## config.mk

```make
export PLATFORM = sky130hd
export DESIGN_NAME = icache_dm_fill
export DESIGN_NICKNAME = d
export VERILOG_FILES = /design/src/rtl/icache_dm_fill.sv
export SDC_FILE = /design/constraint.sdc
export NUM_CORES = 2
export LEC_CHECK = 0
export ABC_CLOCK_PERIOD_IN_PS = 7400
export CAP_MARGIN = 15
export CORE_ASPECT_RATIO = 1.5
export CORE_MARGIN = 3
export CORE_UTILIZATION = 55
export CTS_CLUSTER_SIZE = 8
export DETAILED_ROUTE_END_ITERATION = 6
export PLACE_DENSITY = 0.7
export SLEW_MARGIN = 20
export SYNTH_ARGS = -nofsm -noshare
export SYNTH_HDL_FRONTEND = slang
export SYNTH_SLANG_ARGS = --single-unit
```

## constraint.sdc

```tcl
create_clock -name clk -period 7.4 [get_ports clk]
set_clock_uncertainty 0.15 [all_clocks]
set_input_delay 2.22 -clock clk [delete_from_list [all_inputs] [get_ports clk]]
set_output_delay 2.22 -clock clk [all_outputs]
set_load 0.02 [all_outputs]
```

## src/rtl/icache_dm_fill.sv

```systemverilog
// Direct-mapped instruction cache with critical-word-first line refill, early
// forwarding of the requested word, a 1-deep request holding register and flush.
module icache_dm_fill #(
  parameter int ADDR_W         = 32,
  parameter int NUM_LINES      = 16,
  parameter int WORDS_PER_LINE = 4
) (
  input  logic              clk,
  input  logic              rst,
  input  logic [ADDR_W-1:0] addr,
  input  logic              send_pulse,
  input  logic              flush,
  output logic [31:0]       inst,
  output logic              ack,
  output logic              busy,
  output logic              mem_req,
  output logic [ADDR_W-1:0] mem_addr,
  input  logic [31:0]       mem_rdata,
  input  logic              mem_valid
);
  localparam int IDX_W = $clog2(NUM_LINES);
  localparam int OFF_W = $clog2(WORDS_PER_LINE);
  localparam int TAG_W = ADDR_W - 2 - OFF_W - IDX_W;
  localparam int WA_W  = ADDR_W - 2;
  localparam logic [OFF_W-1:0] LAST_CNT = OFF_W'(WORDS_PER_LINE - 1);

  typedef enum logic [1:0] {IDLE, REQ, WAIT, FINISH} state_t;
  state_t state, state_d;

  logic [31:0]          data_mem [NUM_LINES*WORDS_PER_LINE];
  logic [TAG_W-1:0]     tag_mem  [NUM_LINES];
  logic [NUM_LINES-1:0] valid_q;

  logic [TAG_W-1:0] cur_tag;
  logic [IDX_W-1:0] cur_idx;
  logic [OFF_W-1:0] cur_off, cnt, fill_off;
  logic             hold_valid, flush_pend;
  logic [WA_W-1:0]  hold_waddr;

  logic             serve_en, req_v, req_hit, do_hit, do_miss;
  logic             line_is_cur, line_valid, flush_eff, word_we, crit_we;
  logic [WA_W-1:0]  req_waddr;
  logic [TAG_W-1:0] req_tag, line_tag;
  logic [IDX_W-1:0] req_idx;
  logic [OFF_W-1:0] req_off;
  logic             unused_addr_lsbs;

  assign unused_addr_lsbs = ^addr[1:0];

  // IDLE and FINISH share one lookup: the held request wins over a new pulse.
  assign serve_en  = (state == IDLE) || (state == FINISH);
  assign req_v     = hold_valid || send_pulse;
  assign req_waddr = hold_valid ? hold_waddr : addr[ADDR_W-1:2];
  assign req_off   = req_waddr[OFF_W-1:0];
  assign req_idx   = req_waddr[OFF_W +: IDX_W];
  assign req_tag   = req_waddr[WA_W-1 -: TAG_W];
  assign flush_eff = flush || flush_pend;

  // The line completing in FINISH is not yet marked in the arrays; bypass it.
  assign line_is_cur = (state == FINISH) && (req_idx == cur_idx);
  assign line_valid  = line_is_cur ? 1'b1 : valid_q[req_idx];
  assign line_tag    = line_is_cur ? cur_tag : tag_mem[req_idx];
  assign req_hit     = !flush_eff && line_valid && (line_tag == req_tag);
  assign do_hit      = serve_en && req_v && req_hit;
  assign do_miss     = serve_en && req_v && !req_hit;

  assign fill_off = cur_off + cnt;
  assign word_we  = (state == WAIT) && mem_valid;
  assign crit_we  = word_we && (cnt == '0);
  assign busy     = (state != IDLE) || hold_valid;

  always_ff @(posedge clk) begin
    if (rst) state <= IDLE;
    else     state <= state_d;
  end

  // NOTE: every output of a combinational block gets a default first so no latch is inferred.
  always_comb begin
    state_d  = state;
    mem_req  = 1'b0;
    mem_addr = '0;
    case (state)
      IDLE:   if (do_miss) state_d = REQ;
      REQ: begin
        mem_req  = 1'b1;
        mem_addr = {cur_tag, cur_idx, fill_off, 2'b00};
        state_d  = WAIT;
      end
      WAIT:   if (mem_valid) state_d = (cnt == LAST_CNT) ? FINISH : REQ;
      FINISH: state_d = do_miss ? REQ : IDLE;
      default: state_d = IDLE;
    endcase
  end

  always_ff @(posedge clk) begin
    if (rst) begin
      cur_tag    <= '0;
      cur_idx    <= '0;
      cur_off    <= '0;
      cnt        <= '0;
      hold_valid <= 1'b0;
      hold_waddr <= '0;
      flush_pend <= 1'b0;
      valid_q    <= '0;
      ack        <= 1'b0;
      inst       <= '0;
    end else begin
      ack <= do_hit || crit_we;
      if (do_hit)       inst <= data_mem[{req_idx, req_off}];
      else if (crit_we) inst <= mem_rdata;

      if (do_miss) begin
        cur_tag <= req_tag;
        cur_idx <= req_idx;
        cur_off <= req_off;
        cnt     <= '0;
      end else if (word_we) begin
        cnt <= cnt + OFF_W'(1);
      end

      // A pulse arriving while a request is already held is dropped.
      if (serve_en) begin
        hold_valid <= hold_valid && send_pulse;
        if (send_pulse) hold_waddr <= addr[ADDR_W-1:2];
      end else if (send_pulse && !hold_valid) begin
        hold_valid <= 1'b1;
        hold_waddr <= addr[ADDR_W-1:2];
      end

      if (state == FINISH)              flush_pend <= 1'b0;
      else if (state != IDLE && flush)  flush_pend <= 1'b1;

      if (serve_en && flush_eff) valid_q <= '0;
      else if (state == FINISH)  valid_q[cur_idx] <= 1'b1;
      if (do_miss)               valid_q[req_idx] <= 1'b0;
    end
  end

  // NOTE: data and tag arrays carry no reset; the valid bits alone qualify their contents.
  always_ff @(posedge clk) begin
    if (word_we)         data_mem[{cur_idx, fill_off}] <= mem_rdata;
    if (state == FINISH) tag_mem[cur_idx] <= cur_tag;
  end

endmodule
```

==> flow_metrics.py <==
metrics = {
    "power_and_ir_drop": {
        "peakVddDrop_mv": 0.191,
        "powerDensity_nw_per_um2": 314,
        "p_leak_nw": 36.6,
    },
    "clocking": {
        "clkSlewWorstSetupHoldPaths_ns": 0.05,
        "cts_tree": "yes",
        "cts-buffers-inserted": 360,
        "holdBufCountCts": 0,
        "clock_sinks": 2547,
        "clockRootBuffer": "clkbuf_16",
        "htreeDepth": 5,
        "cts_buffer_depth": 4,
        "worst_skew_pair.late_latency_ns": 0.85,
        "cts_setup_buffers": 0,
        "cts_resized": 0,
    },
    "drt": {
        "drcViolationCount": 0,
        "dr.pass1.iters": 6,
        "wire_per_inst_um": 36.3,
        "ant_nets": 0,
        "num_vias": 54300,
        "viasPerCell": 6.93,
        "drtIter0Drc": 7323,
        "totalWireLength_um": 284000,
    },
    "critical_path": {
        "r2r-start": "hold_valid",
        "slowest_delay_ns": 0.74,
        "crit_slowest_cell": "nor4_1",
        "r2r_end": "inst[23]",
        "r2r_slack_ns": 2.01,
        "critPathLaunchType": "input port",
        "critical_path_class": "input port to register",
        "worstSetupEndpointType": "register",
        "crit_chain": "clkdlybuf4s50_1 > or3b_2 > buf_12 > a21o_1 > a41oi_1 > nor4_1 > buf_4 > xnor2_1 > nor4_1 > buf_4 > o21ai_0 > or4b_4 > o31ai_4 > buf_12 > inv_4 > a211oi_1",
        "cp_max_fo": 37,
        "ff2ff_path_depth": 15,
        "crit_arrival_ns": 7.12,
        "cp.required_ns": 7.98,
    },
    "sta": {
        "timing.fmax_ghz": 0.153,
        "tns_ns": 0,
        "worstMarginPinSlew_ns": 1.17,
        "grt_setup_unrepaired": "false",
        "maxSlewHeadroom": 0.217,
        "slew_violations": 0,
        "hold_viol": 0,
        "period_minus_slack_ns": 6.54,
        "hold_ws_ns": 0.307,
        "timing.final.ws_setup_ns": 0.858,
        "setup_violations": 0,
        "min_period_over_period": 0.884,
    },
    "synthesis": {
        "ys_top_cells_by_count": "2432 x edfxtp_1, 514 x mux4_2, 202 x a21oi_1, 181 x a22oi_1",
        "ys_top_cells_by_area": "edfxtp_1 74%, mux4_2 12%, dfxtp_1 2.3%, a22oi_1 1.4%, a21o_1 1.3%",
        "ys_seq_area_frac": 0.767,
        "synth_warnings": 0,
        "postSynth.asyncResetShare": 0,
        "yosysMostFrequentCell": "edfxtp_1",
        "yosysTopAreaCell": "edfxtp_1",
        "syn_area_per_cell_um2": 20.0,
        "synth-seq-cells": 2547,
        "netlist_area_um2": 98200,
        "syn_inst": 4899,
        "yosys_most_used_dff": "edfxtp_1",
        "synth_top_area_frac": 0.744,
        "synth_cell_types": 68,
        "synth_edf_count": 2432,
    },
    "outcome": {
        "outcome": "completed",
    },
    "floorplanning": {
        "die_y_um": 523,
        "ios": 136,
        "fp.dieW_um": 351,
        "start_util": 0.554,
        "core_area_um2": 177000,
        "dieArea_um2": 184000,
        "row_count": 189,
    },
    "hold_path": {
        "worstHoldPathCells": 2,
        "min-delay-start": "hold_waddr[19]",
        "hold_end": "hold_waddr[19]",
        "min_path_type": "register to register",
    },
    "cells_and_area": {
        "fillCellCount": 11500,
        "utilization": 0.646,
        "drive_gt1_frac": 0.246,
        "register_area_um2": 75300,
        "fin_nets": 5462,
        "postLayoutCellArea_um2": 114000,
        "area_growth_pct": 16.6,
        "multi_input_area_um2": 22200,
    },
    "placed_design": {
        "io_buffer_count": 131,
        "hpwl_um": 168000,
        "place_area_um2": 105000,
        "dp_worst_setup_slack_ns": 0.0709,
        "place_congestion": 0.919,
    },
    "global_route": {
        "grt_use_total": 0.312,
        "grt_pass1_wl_um": 403000,
        "overflow": 0,
        "antenna_found_initial": 16,
        "grt_pass1_vias": 55200,
        "grt_max_degree": 118,
    },
    "job": {
        "maxCapViolCount": 0,
    },
}
report_power, final:
part	internal, W	switching (W)	leakage, nW
registers	0.0162	0.000375	22.9
clock network	0.00890	0.00572	4.78
logic	0.00194	0.00285	8.92
placed cells by master (no fill, tap or decap), types with 16 or more instances in the layout:
cell,netlist,routed
edfxtp_1,2432,2432
mux4_2,514,514
clkbuf_16,0,365
buf_4,3,261
a21oi_1,202,202
a22oi_1,181,180
a21o_1,173,173
nand2_1,170,169
clkbuf_1,173,127
dfxtp_1,115,114
mux2i_1,115,113
clkdlybuf4s50_1,0,98
nor2_4,0,74
o22ai_1,64,63
a211oi_1,62,62
buf_12,0,51
o21ai_0,48,48
nand4_1,46,46
nor4_1,38,37
and2_1,36,34
nor2_1,122,33
a41oi_1,31,31
buf_2,76,26
xnor2_1,24,24
nand3_1,26,23
o2111ai_1,16,16
cell type report:
cell class                      instances  share of cell area
Inverter                               12            0.000415
Tap cell                             2292              0.0250
Antenna cell                            4           0.0000874
Timing Repair Buffer                  437              0.0360
Clock inverter                         20             0.00267
Multi-Input combinational cell       2028               0.194
Sequential cell                      2547               0.658
Clock buffer                          492              0.0839
critical path, delay by kind of cell:
| kind | cells | cell delay, ns |
|---|---|---|
| AO/OA/AOI/OAI | 5 | 1.09 |
| XOR/XNOR | 1 | 0.12 |
| AND/OR/NAND/NOR | 4 | 2.07 |
| buffers and inverters | 6 | 1.60 |
state kept, by name (all words and copies together), names as in the netlist:
register / flops
flush_pend: 1
ack: 1
cur_off: 2
hold_waddr: 30
inst: 32
cnt: 2
hold_valid: 1
data_mem: 2048
cur_idx: 4
valid_q: 16
tag_mem: 384
state: 2
cur_tag: 24
metal layers:
layer / wire [um] / GRT usage / part of all wire / vias to the layer above
met5: 72 / 0 / 0.00025 / -
met3: 30300 / 0.0699 / 0.11 / 930
met1: 94000 / 0.383 / 0.33 / 28200
li1: - / - / - / 21400
met2: 141000 / 0.515 / 0.50 / 3760
met4: 18600 / 0.177 / 0.066 / 12
kinds of logic after synthesis:
logic type,share of synthesized area
mux,0.131
compound gates,0.0599
other cells,0.0000382
xor+xnor,0.00277
simple gates,0.0242
buf+inv,0.0138
flops,0.767
fa+ha+maj,0.000892
per-stage QoR:
step,cells,power [W]
6_report,7832,0.0360
5_1_grt,7829,0.0369
4_1_cts,7828,0.0360
3_5_place_dp,7316,0.0215
3_3_place_gp,7315,0.0215
2_1_floorplan,4900,0.0195
worst max path at each step:
stage / to / startpoint / cells past startpoint
5_1_grt: cur_tag[14] / addr[5] / 16
2_1_floorplan: cur_tag[17] / addr[7] / 13
4_1_cts: cur_tag[12] / addr[5] / 16
6_report: cur_tag[4] / addr[5] / 16
3_5_place_dp: cur_tag[4] / addr[5] / 16
3_3_place_gp: cur_off[1] / addr[5] / 16
(Power assumes the default switching activity.)
